<file path="config.mk">
export PLATFORM = sky130hd
export DESIGN_NAME = phy_freelist
export DESIGN_NICKNAME = d
export VERILOG_FILES = /design/src/rtl/phy_freelist_pkg.sv /design/src/rtl/slot_prefix4.sv /design/src/rtl/phy_freelist.sv
export SDC_FILE = /design/constraint.sdc
export NUM_CORES = 1
export LEC_CHECK = 0
export CORE_UTILIZATION = 40
export CTS_BUF_LIST = sky130_fd_sc_hd__clkbuf_8
export DETAILED_ROUTE_END_ITERATION = 6
export HOLD_SLACK_MARGIN = 0.05
export PLACE_DENSITY = 0.54
export SYNTH_ARGS = -nofsm -noshare
export SYNTH_HDL_FRONTEND = slang
export SYNTH_SLANG_ARGS = --single-unit
</file>
<file path="constraint.sdc">
create_clock -name clk -period 7.4 [get_ports clk]
set_input_delay 1.48 -clock clk [delete_from_list [all_inputs] [get_ports clk]]
set_output_delay 1.48 -clock clk [all_outputs]
set_load 0.1 [all_outputs]
</file>
<file path="src/rtl/phy_freelist_pkg.sv">
// Shared rename/dispatch definitions: physical tag geometry and free-list pointer types.
// Pointers carry one extra wrap bit above the array index.
package phy_freelist_pkg;

  localparam int TAG_W    = 6;
  localparam int NUM_ARCH = 32;
  localparam int NUM_PHY  = 64;
  localparam int DEPTH    = NUM_PHY - NUM_ARCH;
  localparam int IDX_W    = $clog2(DEPTH);
  localparam int PTR_W    = IDX_W + 1;
  localparam int SLOTS    = 4;

  typedef logic [TAG_W-1:0] tag_t;
  typedef logic [PTR_W-1:0] ptr_t;

  // Number of set bits of m strictly below bit position n.
  function automatic logic [2:0] ones_below(input logic [3:0] m, input int n);
    logic [2:0] c;
    c = '0;
    for (int k = 0; k < 4; k++) begin
      if (k < n) c = c + {2'b00, m[k]};
    end
    return c;
  endfunction

endpackage

</file>
<file path="src/rtl/slot_prefix4.sv">
// Exclusive prefix popcount of a 4-slot mask; used to compact active slots
// onto consecutive free-list positions.
module slot_prefix4
  import phy_freelist_pkg::*;
(
  input  logic [3:0]      i_mask,
  output logic [3:0][1:0] o_prefix,
  output logic [2:0]      o_total
);

  logic [2:0] w_below [4];

  generate
    for (genvar gi = 0; gi < 4; gi++) begin : g_slot
      assign w_below[gi]  = ones_below(i_mask, gi);
      assign o_prefix[gi] = w_below[gi][1:0];
    end
  endgenerate

  assign o_total = ones_below(i_mask, 4);

endmodule

</file>
<file path="src/rtl/phy_freelist.sv">
// Physical-register free list: 4-wide compacted allocation, 4-wide reclaim,
// and flush recovery back to the committed head.
module phy_freelist
  import phy_freelist_pkg::*;
(
  input  logic               clk,
  input  logic               rst,
  input  logic [3:0]         DS_Alloc_Req,
  output logic               DS_Alloc_Ready,
  output logic [TAG_W-1:0]   DS_Inst1_Phy,
  output logic [TAG_W-1:0]   DS_Inst2_Phy,
  output logic [TAG_W-1:0]   DS_Inst3_Phy,
  output logic [TAG_W-1:0]   DS_Inst4_Phy,
  input  logic               DS_Alloc_Fire,
  input  logic [3:0]         RT_Free_Valid,
  input  logic [TAG_W-1:0]   RT_Free_Tag1,
  input  logic [TAG_W-1:0]   RT_Free_Tag2,
  input  logic [TAG_W-1:0]   RT_Free_Tag3,
  input  logic [TAG_W-1:0]   RT_Free_Tag4,
  input  logic               Flush,
  output logic [PTR_W-1:0]   Free_Count,
  output logic               Overflow_Err
);

  tag_t r_entry [DEPTH];
  ptr_t r_head;
  ptr_t r_tail;
  ptr_t r_commit_head;
  logic r_overflow;

  logic [3:0][1:0] w_alloc_pre;
  logic [3:0][1:0] w_free_pre;
  logic [2:0]      w_n_alloc;
  logic [2:0]      w_n_free;
  ptr_t            w_count;
  ptr_t            w_commit_next;
  logic            w_ready;
  logic            w_fire;
  logic            w_over;
  tag_t            w_slot_tag [SLOTS];
  tag_t            w_free_tag [SLOTS];
  logic [IDX_W-1:0] w_wr_idx  [SLOTS];

  slot_prefix4 u_alloc_prefix (
    .i_mask   (DS_Alloc_Req),
    .o_prefix (w_alloc_pre),
    .o_total  (w_n_alloc)
  );

  slot_prefix4 u_free_prefix (
    .i_mask   (RT_Free_Valid),
    .o_prefix (w_free_pre),
    .o_total  (w_n_free)
  );

  assign w_count       = r_tail - r_head;
  assign w_commit_next = r_commit_head + ptr_t'(w_n_free);
  // Same-cycle frees are deliberately not bypassed into the grant decision.
  assign w_ready       = (ptr_t'(w_n_alloc) <= w_count) && !Flush && !rst;
  assign w_fire        = DS_Alloc_Fire && w_ready;
  assign w_over        = ({1'b0, w_count} + (PTR_W+1)'(w_n_free)) > (PTR_W+1)'(DEPTH);

  assign w_free_tag[0] = RT_Free_Tag1;
  assign w_free_tag[1] = RT_Free_Tag2;
  assign w_free_tag[2] = RT_Free_Tag3;
  assign w_free_tag[3] = RT_Free_Tag4;

  generate
    for (genvar gi = 0; gi < SLOTS; gi++) begin : g_port
      ptr_t w_rd_ptr;
      ptr_t w_wr_ptr;
      assign w_rd_ptr       = r_head + ptr_t'(w_alloc_pre[gi]);
      assign w_wr_ptr       = r_tail + ptr_t'(w_free_pre[gi]);
      assign w_wr_idx[gi]   = w_wr_ptr[IDX_W-1:0];
      assign w_slot_tag[gi] = rst ? '0 : r_entry[w_rd_ptr[IDX_W-1:0]];
    end
  endgenerate

  always_ff @(posedge clk) begin
    if (rst) begin
      for (int k = 0; k < DEPTH; k++) begin
        r_entry[k] <= tag_t'(NUM_ARCH + k);
      end
      r_head        <= '0;
      r_commit_head <= '0;
      r_tail        <= ptr_t'(DEPTH);
      r_overflow    <= 1'b0;
    end else begin
      for (int k = 0; k < SLOTS; k++) begin
        if (RT_Free_Valid[k]) r_entry[w_wr_idx[k]] <= w_free_tag[k];
      end
      r_tail        <= r_tail + ptr_t'(w_n_free);
      r_commit_head <= w_commit_next;
      // Flush rewinds to the commit point that already includes this cycle's retirement.
      if (Flush) begin
        r_head <= w_commit_next;
      end else if (w_fire) begin
        r_head <= r_head + ptr_t'(w_n_alloc);
      end
      if (w_over) r_overflow <= 1'b1;
    end
  end

  assign DS_Alloc_Ready = w_ready;
  assign DS_Inst1_Phy   = w_slot_tag[0];
  assign DS_Inst2_Phy   = w_slot_tag[1];
  assign DS_Inst3_Phy   = w_slot_tag[2];
  assign DS_Inst4_Phy   = w_slot_tag[3];
  assign Free_Count     = w_count;
  assign Overflow_Err   = r_overflow;

endmodule

</file>
After elaboration in Yosys (flattened, before gate mapping)
Memories as Yosys holds them, arrays and structs flattened. A register that Yosys moved wholly into a read port is not among the register bits.
Cells that the tools add are included.
Widths: inputs -> output; s select.

storage, ports and cells
  register bits = 19
  bits in writable memories = 192
  bits of input ports = 36
  output and inout port bits = 32
  logic and storage cells = 68
  memories = 1

cells by class
  add/subtract/negate cells = 17
  magnitude comparators = 2
  mux-type cells = 34
  reductions and logical operators = 10

memories
  memory   words  bits a word  rd ports  clocked after memory_dff  write ports  RTL line            text
  r_entry  32     6            4         1                         32           phy_freelist.sv:25  tag_t r_entry [DEPTH];

operators by type and width
  operator            count
  $mux 6              10
  $mux 5              6
  $reduce_or 6->1     4
  $add 5x2->5         4
  $add 6x3->6         3
  $mux 1              18
  $add 3x1->3         4
  $add 5x1->5         2
  $add 6x3->7         1
  $gt 7x6->1 const B  1
  $le 3x6->1          1
  $sub 6x6->6         1
  $add 1x1->2         2
  $logic_and 1x1->1   3
  $logic_not 1->1     2
  $reduce_bool 2->1   1

Longest topological paths before layout
Gate-level depths: netlist (run 1).

  word-level depth = 11
  depth in mapped cells = 13
  gate-level depth less buffers = 13

Modules after synthesis
A second synthesis (run 1) with hierarchy kept.

unflattened totals
  cell total of the unflattened synthesis = 2246
  area, all modules = 22352.7 um^2

modules (own cells, without submodules)
  module                         instances  cells each  area each (um^2)  sequential area each (um^2)
  phy_freelist                   1          2211        22073.7           6145.9
  slot_prefix4 (u_alloc_prefix)  1          20          148.9             0.0
  slot_prefix4 (u_free_prefix)   1          15          130.1             0.0

Worst setup path before layout (run 1)
No wires, ideal clock.

  path type = register -> output
  from = reg r_tail[1]
  to = out DS_Alloc_Ready
  data arrival time = 5.271 ns
  required time = 5.920 ns
  setup slack = 0.649 ns
  cell stages (with the launch flop) = 10
  buffers on the path = 0
  cell sequence = dfxtp_1 inv_1 fa_1 xnor2_1 inv_1 ha_1 o21a_1 o21ai_0 a211oi_4 a21oi_1

on the way
  cells in the longest elaborated chain, start to end = 4

ends and longest elaborated chain
  item                            RTL line            text
  start, declared                 phy_freelist.sv:27  ptr_t r_tail;
  start signal, assigned          phy_freelist.sv:86  r_tail <= ptr_t'(DEPTH);
  start signal, assigned          phy_freelist.sv:92  r_tail <= r_tail + ptr_t'(w_n_free);
  $sub 6x6->6                     phy_freelist.sv:56  assign w_count = r_tail - r_head;
  named net Free_Count[2]         phy_freelist.sv:21  output logic [PTR_W-1:0] Free_Count,
  $le 3x6->1                      phy_freelist.sv:59  assign w_ready = (ptr_t'(w_n_alloc) <= w_count) && !Flush && !rst;
  $logic_and 1x1->1 (2 in a row)  phy_freelist.sv:59
  end, declared                   phy_freelist.sv:9   output logic DS_Alloc_Ready,

The timed path passes the listed nets, and every way through them passes these cells.

Worst setup path in the final report (run 1)
  from = in DS_Alloc_Req[0]
  to = out DS_Inst4_Phy[4]

on the way
  cells in the longest elaborated chain, start to end = 5

ends and longest elaborated chain
  item             RTL line                text
  start, declared  phy_freelist.sv:8       input logic [3:0] DS_Alloc_Req,
  $add 1x1->2      phy_freelist_pkg.sv:21  if (k < n) c = c + {2'b00, m[k]};
  $add 3x1->3      phy_freelist_pkg.sv:21
  $add 5x2->5      phy_freelist.sv:72      assign w_rd_ptr = r_head + ptr_t'(w_alloc_pre[gi]);
  $mem_v2 32x6     --
  $mux 6           phy_freelist.sv:75      assign w_slot_tag[gi] = rst ? '0 : r_entry[w_rd_ptr[IDX_W-1:0]];
  end, declared    phy_freelist.sv:13      output logic [TAG_W-1:0] DS_Inst4_Phy,

Every way passes these cells.

==> impl.org, run 1 <==
** Outcome
- Outcome :: completed

** Placed design
- Number of buffers added on ports :: 67
- Detailed placement ended at an HPWL of 75.0 mm.
- GPL Wtd Cong :: 1.03

** Route
- The first detailed-routing pass took 7 iterations.
- Post-DR wirelength/cell :: 36.0 um
- In this run the remaining antenna-violating nets after routing total 0.
- Via-per-instance ratio :: 7.26
- The detailed router finished its first iteration with 3,521 violations.
- Summed over all layers, the routed wires come to 105 mm.
- Vias :: 21,100
- After detailed routing, the number of remaining DRC violations is 0.

** Power and ir drop
- Cell Int Power :: 3.89 mW
- The share of total power dissipated in the clock network is 18.2%.
- In this run the power spent charging and discharging nets is 3.58 mW.
- P_leak :: 7.42 nW
- Switching Fraction :: 47.9%
- In this run, flip-flops and latches consume 23.8% of the power.
- PwrDens :: 314 nW/um^2
- Combinational cells account for 58.0% of the total power.
- IR analysis of the VDD net gives a maximum drop of 0.305 mV.

** Worst setup path
- STA classifies the critical path endpoint as an output pin.
- CP arrival :: 5240 ps
- The worst setup path is of the in2out kind.
- STA classifies the critical path startpoint as an input port.
- Data on the critical path is required at its endpoint by 5920 ps.
- Along the worst path, the maximum fanout reaches 48.

** Worst hold path
- In this run the worst hold path is classified as reg2reg.

** Cells and area
- In the final layout, the multi-input gates occupy 14,400 um^2.
- The post-route netlist has 19.8% of its cells at a drive strength greater than 1.
- Cells fill 44.9% of the core in the end.
- Relative area change from synthesis to final layout :: 10.0%
- Counting the fill cells in the layout gives 5,020.
- In the final layout, flip-flops and latches occupy 6250 um^2.
- Final-stage net count :: 2,273
- Most used cells in the layout excluding fill and tap cells :: sky130_fd_sc_hd__nor2_1, sky130_fd_sc_hd__nand2_1, sky130_fd_sc_hd__mux4_2
- Most common cell after layout, fill and taps aside :: sky130_fd_sc_hd__nor2_1

** STA
- Highest clock frequency the design can meet :: 149 MHz
- Setup repair after global routing left no endpoint under its margin.
- Headroom to the max-slew limit came out at 12.0%.
- At the pin with the least slew margin, the transition time is 1310 ps.
- Final max-slew violation count :: 0
- Setup violations remaining at the end of the flow were counted as 0.
- For the final routed database, the setup TNS stands at 0 ps.
- The final hold violation count came to 0.
- Subtracting the final worst setup slack from the clock period gives 6720 ps.
- On the final layout, the worst clock skew is 43.8 ps.
- In the finished design, the share of the clock period the worst path needs comes to 90.9%.

** Global route
- In this run the most used layer during global routing was met2.
- The via count of the first global-routing pass was 19,000.
- Global routing finished with a remaining overflow of 0.
- First-pass GRT wire length :: 146 mm
- For this run, global-route usage on met1 was measured as 51.7%.
- Global routing used 13.3% of the available met3 tracks.
- Number of antenna violations at the first check in global routing :: 5
- M2 GR Usage :: 54.3%
- Overall Global Routing Usage :: 38.0%
- Entering global routing, the biggest net connects 50 pins.

** CTS
- TritonCTS built the clock tree.
- Clock-pin slew on the worst setup and hold paths :: 60 ps
- The number of clock buffers added by TritonCTS is 42.
- Clock tree synthesis found a total of 216 sinks.
- Clock Latency Late Sink :: 640 ps
- Post-CTS Repair Setup Buffers :: 0
- Hold buffer count at CTS :: 0
- Resized cells post-CTS :: 0
- Number of levels in the clock H-tree :: 2
- Clock root buffer :: sky130_fd_sc_hd__clkbuf_8
- The clock passes through at most 3 buffers.

** Logic synthesis
- For this run, the leading register cell type out of synthesis is sky130_fd_sc_hd__edfxtp_1.
- The share of the Yosys chip area taken by registers is 28.9%.
- Count of yosys warnings during synthesis :: 0
- Counting every net in the synthesized netlist gives 2,309.
- Synth unique cells :: 73
- Number of enable-type register cells in the synthesized netlist :: 192
- Synthesis produced a netlist whose cell count is 2,222.
- Summing every instance area after synthesis gives 21,600 um^2.
- In the synthesized netlist the async set-or-reset flop fraction comes to 0%.
- Register bit total from synthesis :: 216
- Per-instance average area after synthesis :: 9.73 um^2

** Floorplanning
- In this run the vertical extent of the chip is 235 um.
- Number of top-level pins :: 68
- DIE WIDTH :: 235 um
- Core region area :: 53,000 um^2
- Starting density of the core :: 40.8%
- Die Footprint :: 55,000 um^2
- Row generation in the floorplan step produced 84 rows.

** Job
- Number of maximum-capacitance violations :: 0
[cell families after synthesis]
logic type                 Yosys count  synth area share (%)
and+or+nand+nor                    860                  18.0
AOI/OAI and AO/OA                  540                  17.1
muxes                              276                  26.7
buffers and inverters              253                  4.82
DFF                                216                  28.9
adders and majority gates           51                  3.40
xor gates and xnor gates            26                  1.12
[power groups by stage]
| stage | registers, mW | clock network (mW) | logic, mW |
|---|---|---|---|
| floorplan | 1.61 | 0 | 3.13 |
| global placement | 1.79 | 0 | 4.21 |
| detailed placement | 1.78 | 0 | 4.28 |
| CTS | 1.76 | 1.36 | 4.28 |
| global route | 1.78 | 1.41 | 4.51 |
| finish | 1.78 | 1.36 | 4.33 |
[metrics by stage]
| stage | cells | setup slack (ps) | area (um^2) | power [mW] | hold WS (ps) |
|---|---|---|---|---|---|
| 2_1_floorplan | 2222 | 649 | 21600 | 4.74 | 464 |
| 3_3_place_gp | 2830 | 724 | 22900 | 6.00 | 507 |
| 3_5_place_dp | 2830 | 684 | 22900 | 6.06 | 531 |
| 4_1_cts | 2907 | 674 | 23800 | 7.40 | 539 |
| 5_1_grt | 2907 | 596 | 23800 | 7.70 | 580 |
| 6_report | 2910 | 676 | 23800 | 7.46 | 538 |
[per-layer routing]
| layer | share of wire [%] | up-vias |
|---|---|---|
| li1 | - | 8673 |
| met1 | 38 | 10300 |
| met2 | 41 | 1826 |
| met3 | 15 | 363 |
| met4 | 5.2 | 4 |
| met5 | 0.026 | - |
[Yosys cell counts, types with 14 or more instances]
cell	n	area, um^2
sky130_fd_sc_hd__o211ai_1	46	345
sky130_fd_sc_hd__a31oi_1	104	651
sky130_fd_sc_hd__o21ai_0	93	465
sky130_fd_sc_hd__nand3b_1	30	225
sky130_fd_sc_hd__a211oi_1	42	315
sky130_fd_sc_hd__o22ai_1	75	469
sky130_fd_sc_hd__dfxtp_1	24	480
sky130_fd_sc_hd__a311oi_1	39	342
sky130_fd_sc_hd__nor4_1	14	87.6
sky130_fd_sc_hd__nor3_1	27	135
sky130_fd_sc_hd__nand3_1	36	180
sky130_fd_sc_hd__a311o_1	17	170
sky130_fd_sc_hd__buf_2	56	280
sky130_fd_sc_hd__inv_1	42	158
sky130_fd_sc_hd__o311ai_0	27	236
sky130_fd_sc_hd__mux4_2	240	5410
sky130_fd_sc_hd__nand4_1	16	100
sky130_fd_sc_hd__xnor2_1	21	184
sky130_fd_sc_hd__nor2_1	352	1320
sky130_fd_sc_hd__mux2i_1	35	350
sky130_fd_sc_hd__edfxtp_1	192	5770
sky130_fd_sc_hd__nand2_1	279	1050
sky130_fd_sc_hd__a21oi_1	38	190
sky130_fd_sc_hd__ha_1	38	475
sky130_fd_sc_hd__a211o_1	14	123
sky130_fd_sc_hd__clkbuf_1	136	510
[path summary, 6_finish.rpt]
kind | start | end | slack [ps] | cells past startpoint
setup / recovery | DS_Alloc_Req[0] | DS_Inst4_Phy[4] | 680 | 11
hold / removal | r_commit_head[5]$_SDFF_PP0_ | r_commit_head[5]$_SDFF_PP0_ | 540 | 2
setup reg to reg | r_tail[1]$_SDFF_PP0_ | r_entry[26][5]$_DFFE_PP_ | 3300 | 9
hold reg to reg | r_commit_head[5]$_SDFF_PP0_ | r_commit_head[5]$_SDFF_PP0_ | 540 | 2
[layout make-up]
type                    count  area share, %
diodes                      3         0.0316
clock buffers              43           2.49
clock inverters            34           1.29
inverters                  45          0.710
multi-input cells        1753           60.7
flip-flops and latches    216           26.3
well taps                 688           3.62
repair buffers            128           4.90
[worst max-delay path, stage by stage]
cell,delay (ps)
sky130_fd_sc_hd__clkdlybuf4s50_1,520
sky130_fd_sc_hd__fa_1,670
sky130_fd_sc_hd__ha_4,160
sky130_fd_sc_hd__inv_1,50
sky130_fd_sc_hd__fa_2,560
sky130_fd_sc_hd__buf_12,260
sky130_fd_sc_hd__mux4_2,340
sky130_fd_sc_hd__mux4_2,530
sky130_fd_sc_hd__mux2i_1,300
sky130_fd_sc_hd__nor2_1,130
sky130_fd_sc_hd__buf_12,200
[registers in the layout (all words and copies together) (netlist names), named ones only]
name and cells:
r_entry 192, r_commit_head 6, Overflow_Err 1, r_head 6, r_tail 6
(Power assumes the default switching activity.)
==> run 2: changes to the inputs <==
--- a/config.mk
+++ b/config.mk
@@ -5,11 +5,12 @@
 export SDC_FILE = /design/constraint.sdc
 export NUM_CORES = 1
 export LEC_CHECK = 0
-export CORE_UTILIZATION = 40
+export CORE_UTILIZATION = 45
 export CTS_BUF_LIST = sky130_fd_sc_hd__clkbuf_8
 export DETAILED_ROUTE_END_ITERATION = 6
 export HOLD_SLACK_MARGIN = 0.05
-export PLACE_DENSITY = 0.54
+export PLACE_DENSITY = 0.59
 export SYNTH_ARGS = -nofsm -noshare
 export SYNTH_HDL_FRONTEND = slang
 export SYNTH_SLANG_ARGS = --single-unit
+export TNS_END_PERCENT = 20
==> run 2 against run 1 <==
Against the previous run:
- critical path depth unchanged
- first-iteration DRC count up 13%
- hold slack worse by 38 ps
- critical endpoint is now DS_Inst4_Phy[1]
- utilization up 5.0 points
- final area down 1.4%
- register-to-register slack worse by 50 ps
==> impl.org, run 2 (same netlist as run 1, synthesis figures left out) <==
** Route
- Vias :: 21,300
- First DRT Iteration DRCs :: 3,987
- Initial DRT Pass Iterations :: 7
- Post-DR wirelength/cell :: 36.9 um
- DRT antenna net count :: 0
- After detailed routing, the number of remaining DRC violations is 0.
- Summed over all layers, the routed wires come to 104 mm.
- Via-per-instance ratio :: 7.57

** STA
- Final critical-path share of the clock period :: 89.7%
- Actual transition at the worst max-transition pin :: 1390 ps
- For the finished layout, the period the worst path requires is 6640 ps.
- Derived from the worst setup path, the maximum achievable clock frequency is 151 MHz.
- Across all hold checks on the routed design, the worst slack comes to 500 ps.
- RSZ-0062 raised after global routing :: false
- Max-Slew Margin vs Limit :: 7.20%
- The number of max-slew violations in the final report was 0.
- Setup slack on the critical path of the routed design comes to 762 ps.
- After routing, the total negative slack on setup checks comes to 0 ps.
- Worst setup skew after layout :: 43.5 ps
- Setup violations remaining at the end of the flow were counted as 0.
- Number of endpoints with negative hold slack in the final report :: 0

** Floorplanning
- The initial utilization of the core area, before any placement, comes to 46.1%.
- From left edge to right edge, the die measures 221 um.
- Die Y :: 221 um
- The floorplan step defined a die boundary enclosing 48,900 um^2.
- Pin placement for this block handled 68 I/O pins.
- The initialized floorplan defines 79 standard-cell rows.
- Core region area :: 47,000 um^2

** CTS
- Resized cells post-CTS :: 0
- The clock passes through at most 3 buffers.
- Clock latency on the worst-skew pair, taken at its later pin, is 650 ps.
- TritonCTS buffer count :: 41
- In this run, post-CTS hold repair placed 0 buffers.
- Once the clock tree was built, the setup fixing pass inserted 0 buffers.
- In this run the clock root is driven by a sky130_fd_sc_hd__clkbuf_8.
- Number of levels in the clock H-tree :: 2
- For this design, the sink count on the clock tree is 216.
- After clock tree synthesis, the clock-pin slew on the worst setup and hold paths is 60 ps.
- TritonCTS built the clock tree.

** Global route
- Overall Global Routing Usage :: 42.0%
- Largest net degree at the start of global routing :: 56
- The via count of the first global-routing pass was 19,300.
- The first global-routing pass estimated 146 mm of wire.
- Number of antenna violations at the first check in global routing :: 5
- Global-route congestion overflow total :: 0

** Cells and area
- Register containing the most flip-flops in the final layout :: r_entry
- Of the cells placed in the final design, the portion with a size suffix greater than 1 is 19.4%.
- Area of all placed cells without fillers :: 23,500 um^2
- Most used cells in the layout excluding fill and tap cells :: sky130_fd_sc_hd__nor2_1, sky130_fd_sc_hd__nand2_1, sky130_fd_sc_hd__mux4_2
- The final layout contains 2,260 nets.
- Relative area change from synthesis to final layout :: 8.43%
- Number of flip-flops under the largest register name :: 192
- Cell Count, Final, Fillers Out :: 2,812
- Most common cell after layout, fill and taps aside :: sky130_fd_sc_hd__nor2_1
- Cells fill 50.0% of the core in the end.

** Worst setup path
- Broken down by cell family, the worst path's largest delay share belongs to adder cells.
- Top fanout value on the critical path :: 48
- Launching element type of the critical path :: input port
- STA puts the critical path data arrival time at 5160 ps.
- The largest individual stage delay along the critical path comes from the cell sky130_fd_sc_hd__fa_1.
- Total buffers and inverters traversed by the critical path :: 4
- The critical path is of the in2out type.
- Kind of end point of the critical path :: output pin
- At the worst endpoint, the required time is 5920 ps.
- Stage delay of the slowest cell on the critical path :: 660 ps
- Traced cell by cell, the critical path runs through clkdlybuf4s50_1 -> fa_1 -> ha_4 -> inv_1 -> fa_2 -> buf_12 -> mux4_2 -> mux4_2 -> mux2i_1 -> nor2_1 -> buf_4.
- Most common cell type on the critical path :: sky130_fd_sc_hd__mux4_2

** Placed design
- In this run the tool buffered the top-level ports with 67 buffer cells.
- The congestion estimate from routability-driven global placement came to 1.07.
- Once placement finished, the instance area stood at 22,700 um^2.
- Prior to clock tree synthesis, the placed netlist has a worst setup slack of 789 ps.
- Cell total after placement :: 2,737
- Detailed placement HPWL :: 73.4 mm

** Power and ir drop
- The analysis attributes to cell leakage a power of 7.29 nW.
- PwrDens :: 307 nW/um^2
- After layout, the design draws a total of 7.19 mW.
- VDD sags by at most 0.341 mV.

** Job
- Number of maximum-capacitance violations :: 0

** Outcome
- The run finished with clean final reports.

** Worst hold path
- The min-delay analysis places its worst path in the category reg2reg.
[run 2: tightest hold or removal path: cells and delay by family (launching register included)]
kind / cells / cell delay, ps
flops: 1 / 310
compound gates: 2 / 130
[run 2: per-layer routing]
| metal | vias up | share of wire, % | GRT usage [%] |
|---|---|---|---|
| met4 | 4 | 6.5 | 22.4 |
| met3 | 459 | 18 | 18.8 |
| met2 | 2020 | 40 | 57.4 |
| met1 | 10200 | 36 | 55.0 |
| met5 | - | 0.18 | 2.44 |
| li1 | 8626 | - | - |
[run 2: power by group]
| group | internal (mW) | switching, mW |
|---|---|---|
| clock network | 0.589 | 0.572 |
| registers | 1.49 | 0.264 |
| logic | 1.62 | 2.65 |
| total | 3.71 | 3.49 |
[run 2: final cells by class]
type,count,area (um^2)
fillers,4308,23500
multi-input cells,1753,14400
flip-flops and latches,216,6250
repair buffers,116,1070
well taps,607,759
clock buffers,41,564
clock inverters,31,196
inverters,45,169
diodes,3,7.51
[run 2: final timing paths]
kind                                                  start                          end  slack [ps]  cells past startpoint
worst max-delay path                        DS_Alloc_Req[0]              DS_Inst4_Phy[1]         760                     11
worst min-delay path            r_commit_head[5]$_SDFF_PP0_  r_commit_head[5]$_SDFF_PP0_         500                      2
worst max register to register         r_tail[1]$_SDFF_PP0_     r_entry[26][0]$_DFFE_PP_        3250                      9
worst min register to register  r_commit_head[5]$_SDFF_PP0_  r_commit_head[5]$_SDFF_PP0_         500                      2
